## src/rtl/uart_alu_if.sv

```systemverilog
// Serial line pair of the UART ALU. The slave side is the engine itself;
// the master side is whatever drives rx and listens on tx.
interface uart_alu_if;
  logic rx_i;
  logic tx_o;

  modport slave  (input rx_i, output tx_o);
  modport master (output rx_i, input tx_o);
endinterface

```

## src/rtl/uart_alu.sv

```systemverilog
// UART-attached 32-bit echo/add/mul/div engine: 8N1 receiver, packet parser,
// ALU datapath with restoring divider, and 8N1 transmitter with a 1-byte holding register.
module uart_alu #(
  parameter int ClkFreqHz = 12_000_000,
  parameter int BaudRate  = 115200
) (
  input  logic        clk_i,
  input  logic        rst_ni,
  uart_alu_if.slave   bus
);
  localparam int ClksPerBit = ClkFreqHz / BaudRate;
  localparam int CW = $clog2(ClksPerBit + 1);
  localparam logic [CW-1:0] BitLast  = CW'(ClksPerBit - 1);
  localparam logic [CW-1:0] HalfLast = CW'(ClksPerBit / 2 - 1);

  localparam logic [1:0] RX_IDLE = 2'd0, RX_START = 2'd1, RX_DATA = 2'd2, RX_STOP = 2'd3;
  localparam logic [2:0] P_OPCODE = 3'd0, P_RSVD = 3'd1, P_LEN_LO = 3'd2, P_LEN_HI = 3'd3,
                         P_PAYLOAD = 3'd4, P_EXEC = 3'd5, P_RESPOND = 3'd6;
  localparam logic [7:0] OP_ECHO = 8'hEC, OP_ADD = 8'hAD, OP_MUL = 8'h88, OP_DIV = 8'hD1;

  logic            r_rx_s1, r_rx_s2, r_rx_prev, r_rx_vld;
  logic [1:0]      r_rx_st;
  logic [CW-1:0]   r_rx_clk;
  logic [2:0]      r_rx_bit;
  logic [7:0]      r_rx_sh;

  always_ff @(posedge clk_i or negedge rst_ni) begin
    if (!rst_ni) begin
      r_rx_s1   <= 1'b1;
      r_rx_s2   <= 1'b1;
      r_rx_prev <= 1'b1;
      r_rx_vld  <= 1'b0;
      r_rx_st   <= RX_IDLE;
      r_rx_clk  <= '0;
      r_rx_bit  <= '0;
      r_rx_sh   <= '0;
    end else begin
      r_rx_s1   <= bus.rx_i;
      r_rx_s2   <= r_rx_s1;
      r_rx_prev <= r_rx_s2;
      r_rx_vld  <= 1'b0;
      case (r_rx_st)
        RX_IDLE: if (r_rx_prev && !r_rx_s2) begin
          r_rx_st  <= RX_START;
          r_rx_clk <= '0;
        end
        // A start bit that reads high at mid-bit was a glitch; drop the frame.
        RX_START: if (r_rx_clk == HalfLast) begin
          r_rx_clk <= '0;
          r_rx_bit <= '0;
          r_rx_st  <= r_rx_s2 ? RX_IDLE : RX_DATA;
        end else r_rx_clk <= r_rx_clk + 1'b1;
        RX_DATA: if (r_rx_clk == BitLast) begin
          r_rx_clk <= '0;
          r_rx_sh  <= {r_rx_s2, r_rx_sh[7:1]};
          r_rx_bit <= r_rx_bit + 3'd1;
          if (r_rx_bit == 3'd7) r_rx_st <= RX_STOP;
        end else r_rx_clk <= r_rx_clk + 1'b1;
        RX_STOP: if (r_rx_clk == BitLast) begin
          r_rx_clk <= '0;
          r_rx_vld <= r_rx_s2;
          r_rx_st  <= RX_IDLE;
        end else r_rx_clk <= r_rx_clk + 1'b1;
        default: r_rx_st <= RX_IDLE;
      endcase
    end
  end

  logic            r_tx_busy, r_tx_o;
  logic [8:0]      r_tx_sh;
  logic [3:0]      r_tx_bit;
  logic [CW-1:0]   r_tx_clk;
  logic [7:0]      r_hold;
  logic            r_hold_vld;
  logic            w_tx_last, w_tx_load;

  // Loading on the last stop-bit cycle keeps consecutive bytes gap-free.
  assign w_tx_last = r_tx_busy && (r_tx_clk == BitLast) && (r_tx_bit == 4'd9);
  assign w_tx_load = r_hold_vld && (!r_tx_busy || w_tx_last);
  assign bus.tx_o  = r_tx_o;

  always_ff @(posedge clk_i or negedge rst_ni) begin
    if (!rst_ni) begin
      r_tx_busy <= 1'b0;
      r_tx_o    <= 1'b1;
      r_tx_sh   <= '1;
      r_tx_bit  <= '0;
      r_tx_clk  <= '0;
    end else if (w_tx_load) begin
      r_tx_busy <= 1'b1;
      r_tx_o    <= 1'b0;
      r_tx_sh   <= {1'b1, r_hold};
      r_tx_bit  <= '0;
      r_tx_clk  <= '0;
    end else if (r_tx_busy) begin
      if (r_tx_clk == BitLast) begin
        r_tx_clk <= '0;
        if (r_tx_bit == 4'd9) r_tx_busy <= 1'b0;
        else begin
          r_tx_bit <= r_tx_bit + 4'd1;
          r_tx_o   <= r_tx_sh[0];
          r_tx_sh  <= {1'b1, r_tx_sh[8:1]};
        end
      end else r_tx_clk <= r_tx_clk + 1'b1;
    end
  end

  logic [2:0]  r_st, r_ridx;
  logic [7:0]  r_op, r_len_lo;
  logic [15:0] r_remain;
  logic [23:0] r_word;
  logic [1:0]  r_bidx, r_wcnt;
  logic [31:0] r_acc, r_divisor, r_rem;
  logic [5:0]  r_div_cnt;

  logic [15:0] w_len;
  logic [31:0] w_word, w_res;
  logic [32:0] w_shift, w_diff;
  logic        w_arith, w_div_bad, w_div_busy;

  assign w_len      = {r_rx_sh, r_len_lo};
  assign w_word     = {r_word, r_rx_sh};
  assign w_arith    = (r_op == OP_ADD) || (r_op == OP_MUL) || (r_op == OP_DIV);
  // Restoring step: r_acc doubles as the dividend/quotient shift register.
  assign w_shift    = {r_rem, r_acc[31]};
  assign w_diff     = w_shift - {1'b0, r_divisor};
  assign w_div_bad  = (r_wcnt != 2'd2) || (r_divisor == 32'd0);
  assign w_div_busy = (r_op == OP_DIV) && !w_div_bad && (r_div_cnt != 6'd32);
  assign w_res      = ((r_op == OP_DIV) && w_div_bad) ? 32'hFFFF_FFFF : r_acc;

  always_ff @(posedge clk_i or negedge rst_ni) begin
    if (!rst_ni) begin
      r_st <= P_OPCODE;  r_ridx <= '0;    r_op <= '0;        r_len_lo <= '0;
      r_remain <= '0;    r_word <= '0;    r_bidx <= '0;      r_wcnt <= '0;
      r_acc <= '0;       r_divisor <= '0; r_rem <= '0;       r_div_cnt <= '0;
      r_hold <= '0;      r_hold_vld <= 1'b0;
    end else begin
      if (w_tx_load) r_hold_vld <= 1'b0;
      case (r_st)
        P_OPCODE: if (r_rx_vld) begin
          r_op      <= r_rx_sh;
          r_acc     <= (r_rx_sh == OP_MUL) ? 32'd1 : 32'd0;
          r_divisor <= '0;
          r_rem     <= '0;
          r_div_cnt <= '0;
          r_wcnt    <= '0;
          r_bidx    <= '0;
          r_ridx    <= '0;
          r_st      <= P_RSVD;
        end
        P_RSVD:   if (r_rx_vld) r_st <= P_LEN_LO;
        P_LEN_LO: if (r_rx_vld) begin
          r_len_lo <= r_rx_sh;
          r_st     <= P_LEN_HI;
        end
        P_LEN_HI: if (r_rx_vld) begin
          if (w_len > 16'd4) begin
            r_remain <= w_len - 16'd4;
            r_st     <= P_PAYLOAD;
          end else r_st <= w_arith ? P_EXEC : P_OPCODE;
        end
        P_PAYLOAD: if (r_rx_vld) begin
          r_remain <= r_remain - 16'd1;
          r_word   <= w_word[23:0];
          r_bidx   <= r_bidx + 2'd1;
          if (r_op == OP_ECHO) begin
            r_hold     <= r_rx_sh;
            r_hold_vld <= 1'b1;
          end
          if (r_bidx == 2'd3) begin
            case (r_op)
              OP_ADD: r_acc <= r_acc + w_word;
              OP_MUL: r_acc <= r_acc * w_word;
              OP_DIV: begin
                if (r_wcnt == 2'd0) r_acc <= w_word;
                else if (r_wcnt == 2'd1) r_divisor <= w_word;
                if (r_wcnt != 2'd2) r_wcnt <= r_wcnt + 2'd1;
              end
              default: ;
            endcase
          end
          // Echo returns immediately so the next packet's opcode is not dropped.
          if (r_remain == 16'd1) r_st <= w_arith ? P_EXEC : P_OPCODE;
        end
        P_EXEC: if (w_div_busy) begin
          r_rem     <= w_diff[32] ? w_shift[31:0] : w_diff[31:0];
          r_acc     <= {r_acc[30:0], ~w_diff[32]};
          r_div_cnt <= r_div_cnt + 6'd1;
        end else begin
          r_hold     <= w_res[31:24];
          r_hold_vld <= 1'b1;
          r_acc      <= {w_res[23:0], 8'h00};
          r_ridx     <= 3'd1;
          r_st       <= P_RESPOND;
        end
        P_RESPOND: if (!r_hold_vld) begin
          if (r_ridx != 3'd4) begin
            r_hold     <= r_acc[31:24];
            r_hold_vld <= 1'b1;
            r_acc      <= {r_acc[23:0], 8'h00};
            r_ridx     <= r_ridx + 3'd1;
          end else if (!r_tx_busy) r_st <= P_OPCODE;
        end
        default: r_st <= P_OPCODE;
      endcase
    end
  end
endmodule

```

## src/flat_wrapper.sv

```systemverilog
// flat-port wrapper written by rule: the top's interface ports become plain ports
module uart_alu_flat 
#(
  parameter int ClkFreqHz = 12_000_000,
  parameter int BaudRate  = 115200
)
  (clk_i, rst_ni, bus_rx_i, bus_tx_o);
  uart_alu_if bus_i ();
  input  logic clk_i;
  input  logic rst_ni;
  input wire logic [$bits(bus_i.rx_i)-1:0] bus_rx_i;
  output wire logic [$bits(bus_i.tx_o)-1:0] bus_tx_o;
  assign bus_i.rx_i = bus_rx_i;
  assign bus_tx_o = bus_i.tx_o;
  uart_alu #(.ClkFreqHz(ClkFreqHz), .BaudRate(BaudRate)) u_core (.clk_i(clk_i), .rst_ni(rst_ni), .bus(bus_i));
endmodule
```

## config.mk

```make
export PLATFORM = sky130hd
export DESIGN_NAME = uart_alu_flat
export DESIGN_NICKNAME = d
export VERILOG_FILES = /design/src/rtl/uart_alu_if.sv /design/src/rtl/uart_alu.sv /design/src/flat_wrapper.sv
export SDC_FILE = /design/constraint.sdc
export NUM_CORES = 2
export LEC_CHECK = 0
export CORE_UTILIZATION = 55
export CTS_BUF_LIST = sky130_fd_sc_hd__clkbuf_16
export CTS_CLUSTER_DIAMETER = 200
export DETAILED_ROUTE_END_ITERATION = 12
export GPL_ROUTABILITY_DRIVEN = 1
export PLACE_DENSITY = 0.7
export SYNTH_ARGS = -nofsm -noshare
export SYNTH_HDL_FRONTEND = slang
export SYNTH_SLANG_ARGS = --single-unit
```

## constraint.sdc

```tcl
create_clock -name clk_i -period 9 [get_ports clk_i]
set_input_delay 1.8 -clock clk_i [delete_from_list [all_inputs] [get_ports clk_i]]
set_output_delay 1.8 -clock clk_i [all_outputs]
set_load 0.01 [all_outputs]
```

==> results.yml <==
clock_tree:
  cts_buffers: 26
  cts_root_buf: "clkbuf_16"
  path_clk_slew_ns: 0.06
  cts_tree: "done"
  htreeDepth: 1
  holdBufCountCts: 0
  clk_latency_ns: 0.56
  clockBufferDepth: 3
  post_cts_resized: 0
  clock-sinks: 222
  cts_setup_buffers: 0
run:
  drv_cap: 0
timing:
  setup_ws_ns: 1.138
  hold_violations: 0
  tightestPinTransition_ns: 1.288
  rsz0062_at_grt: "no"
  setup_tns_ns: 0
  skew_ns: 0.02367
  min_period_ns: 7.862
  fin_crit_sh: 0.8735
  drv_slew: 0
  timing.fmax_mhz: 127.2
  setup_viol: 0
  slew_headroom: 0.1415
yosys:
  synth_fp_nets: 4122
  async_reset_ff_frac: 1.000
  synth_edf_count: 0
  synth_cell_types: 75
  ys_ff_latch: 222
  syn_inst: 3501
  syn-cell-area_um2: 30500
  synth.avg_cell_area_um2: 8.713
  ys.flop_type: "dfrtp_1"
  synth-seq-area-share: 0.1826
  yosys_warnings: 0
route:
  dr_total_vias: 24880
  avgViaCountPerCell: 5.973
  routed_wl_um: 90470
  postRouteAntennaNets: 0
  wl_per_cell_um: 21.72
  drc: 0
  drt_iter0_markers: 2284
  drt_first_pass_iters: 5
die:
  rows: 85
  ios: 4
  die_area_um2: 56410
  die-height_um: 237.5
  start_util: 0.5613
  die_x_um: 237.5
  coreArea_um2: 54350
min_path:
  whs_path_depth: 0
  hp-class: "register to register"
global_route:
  grt_max_degree: 104
  grt_pass1_vias: 25840
  grtUsageTotal: 0.3302
  grt_first_pass_wirelength_um: 144700
  grt-ovfl-total: 0
  antenna_found_initial: 0
pwr:
  p_clk_frac: 0.486
  ir_drop_uv: 121.3
  p_comb_frac: 0.048
  p_leak_uw: 0.01543
  switchingPower_uw: 545.0
  p_sw_frac: 0.2480
  internal-power_uw: 1652
  finalPower_uw: 2197
  p_per_area_nw_per_um2: 68.41
  p_seq_frac: 0.466
place:
  numPortBuffers: 3
  dp_slack_ns: 1.307
  gp_congestion: 0.9911
  dpl.hpwl_um: 67220
  place_area_um2: 31250
  dp.cells: 4115
finish:
  fillers: 4757
  drive_gt1_frac: 0.05637
  area_growth_pct: 5.295
  final_nets: 4026
  fin_area_um2: 32120
  final_cells: 4166
worst_setup_path:
  worst-path-max-fanout: 15
  critPathLaunchType: "register"
  crit_type: "register to register"
  worst_setup_path_end_kind: "register"
  required_ns: 9.43
  critical_path.most_common_cell: "fa_1"
  worstPathArrival_ns: 8.29
  cp_cell_sequence: "buf_4 > nand2_1 > fa_1 > fa_1 > fa_1 > fa_1 > fa_1 > inv_1 > fa_1 > fa_1 > fa_1 > ha_1 > nand3_1 > nor3_1 > nand4_1 > o2111ai_1 > a211oi_1 > or4_1 > a31oi_1 > nor3_1"
  max_stage_delay_ns: 0.85
  crit_path_top_delay_cell: "dfrtp_1"
  r2r_cells: 20
outcome:
  status: "finished, final reports clean"
state kept, by name, indices dropped and copies added, names as in the netlist, 2 cells and up, named ones only:
name,count
u_core.r_acc,32
u_core.r_bidx,2
u_core.r_div_cnt,6
u_core.r_divisor,32
u_core.r_hold,8
u_core.r_len_lo,8
u_core.r_op,8
u_core.r_rem,32
u_core.r_remain,16
u_core.r_ridx,3
u_core.r_rx_bit,3
u_core.r_rx_clk,7
u_core.r_rx_sh,8
u_core.r_st,3
u_core.r_tx_bit,4
u_core.r_tx_clk,7
u_core.r_tx_sh,8
u_core.r_wcnt,2
u_core.r_word,24
layer usage:
metal | GRT usage | part of all wire | vias to the layer above
met3 | 0.05934 | 0.091 | 200
li1 | - | - | 11110
met5 | 0 | 0 | -
met1 | 0.4496 | 0.42 | 12410
met4 | 0.1218 | 0.040 | 0
met2 | 0.5276 | 0.45 | 1162
worst max-delay path, delay by kind of cell (launching register included):
family / cells / cell delay, ns
fa+ha+maj: 9 / 4.47
simple gates: 6 / 1.38
flops: 1 / 0.85
compound gates: 3 / 0.59
buf+inv: 2 / 0.46
per-stage QoR:
step	hold WS (ns)	util
floorplan	0.3452	-
global placement	0.3457	0.5750
detailed placement	0.3475	0.5750
CTS	0.3561	0.5907
global route	0.3615	0.5909
finish	0.3549	0.5910
layout make-up:
type | count | area [um2] | area share
antenna | 3 | 7.507 | 0.0002337
clock buffer | 27 | 675.6 | 0.02104
clock inverter | 20 | 177.7 | 0.005532
inverter | 457 | 1715 | 0.05341
multi-input combinational | 2624 | 22480 | 0.6998
sequential | 222 | 5573 | 0.1735
tap | 739 | 924.6 | 0.02879
timing repair buffer | 74 | 568.0 | 0.01769
power groups by stage:
stage | registers (uW) | logic [uW] | clock network, uW
6_report | 1020 | 106 | 1070
5_1_grt | 1020 | 125 | 1130
4_1_cts | 1020 | 109 | 1080
3_5_place_dp | 1040 | 108 | 0
3_3_place_gp | 1040 | 103 | 0
2_1_floorplan | 1040 | 68.1 | 0
layout by cell type (no fill, tap or decap), types with 6 or more instances in the layout:
cell type | netlist | final
inv_1 | 457 | 457
o21bai_1 | 8 | 8
a21oi_1 | 172 | 172
and2_1 | 313 | 313
o211ai_1 | 13 | 13
o22ai_1 | 12 | 12
buf_4 | 3 | 71
nand2_1 | 446 | 445
nor2_1 | 125 | 124
mux2_2 | 41 | 41
o21ai_1 | 7 | 6
mux2i_1 | 41 | 41
a21o_1 | 30 | 30
nand4_1 | 20 | 20
and3_1 | 17 | 17
nand2b_1 | 27 | 27
fa_1 | 410 | 410
a22oi_1 | 24 | 24
o31ai_1 | 7 | 7
xor2_1 | 50 | 50
or2_2 | 11 | 11
ha_1 | 208 | 208
a211oi_1 | 21 | 21
clkbuf_16 | 0 | 27
nand3b_1 | 8 | 8
or3_1 | 15 | 15
o21ai_0 | 219 | 219
xnor2_1 | 101 | 101
nor3b_1 | 8 | 8
nor2b_1 | 19 | 18
nor4_1 | 17 | 17
nand4b_1 | 6 | 6
nand3_1 | 69 | 69
dfrtp_1 | 210 | 208
a31oi_1 | 19 | 19
nor3_1 | 37 | 37
dfstp_2 | 12 | 12
o21a_1 | 26 | 26
synth_stat cells (all sizes together), types with 6 or more instances:
cell	instances	area share
mux2	41	0.015
o21bai	8	0.0020
nor4	17	0.0035
nor2b	19	0.0039
o21a	26	0.0064
o21ai	226	0.037
dfrtp	210	0.17
a21oi	173	0.029
dfstp	12	0.010
nand3	70	0.012
o22ai	12	0.0025
nand2b	27	0.0055
o211ai	13	0.0032
fa	410	0.27
nor2	125	0.015
nor3b	8	0.0020
nand3b	8	0.0020
buf	11	0.0021
mux2i	41	0.013
or2	12	0.0025
o31ai	7	0.0017
a22oi	24	0.0059
xor2	50	0.014
or3	15	0.0031
nand4	20	0.0041
and3	17	0.0035
inv	457	0.056
a21o	30	0.0074
and2	313	0.064
a211oi	21	0.0052
nor3	38	0.0064
nand4b	6	0.0017
a31oi	19	0.0039
ha	208	0.085
clkbuf	187	0.023
xnor2	101	0.029
nand2	446	0.055
cells by family (layout without fill, tap and decap cells):
logic type | Yosys count | in the layout | share of synthesized area
xor+xnor | 151 | 151 | 0.04336
simple gates | 1156 | 1156 | 0.1886
fa+ha+maj | 618 | 618 | 0.3544
other cells | 0 | 3 | 0
compound gates | 617 | 617 | 0.1212
buf+inv | 655 | 578 | 0.08130
mux | 82 | 82 | 0.02859
flops | 222 | 222 | 0.1826
final timing paths:
check	start	endpoint	slack, ns
worst max-delay path	u_core.r_word[0]$_DFFE_PN0P_	u_core.r_acc[30]$_DFFE_PN0P_	1.14
worst min-delay path	u_core.r_rx_s1$_DFF_PN1_	u_core.r_rx_s2$_DFF_PN1_	0.35
worst max register to register	u_core.r_word[0]$_DFFE_PN0P_	u_core.r_acc[30]$_DFFE_PN0P_	1.14
worst min register to register	u_core.r_rx_s1$_DFF_PN1_	u_core.r_rx_s2$_DFF_PN1_	0.35
max in group asynchronous	rst_ni	u_core.r_acc[2]$_DFFE_PN0P_	6.23
min in group asynchronous	rst_ni	u_core.r_rem[5]$_DFFE_PN0P_	1.31
No activity file was read; power rests on OpenSTA's default activity.
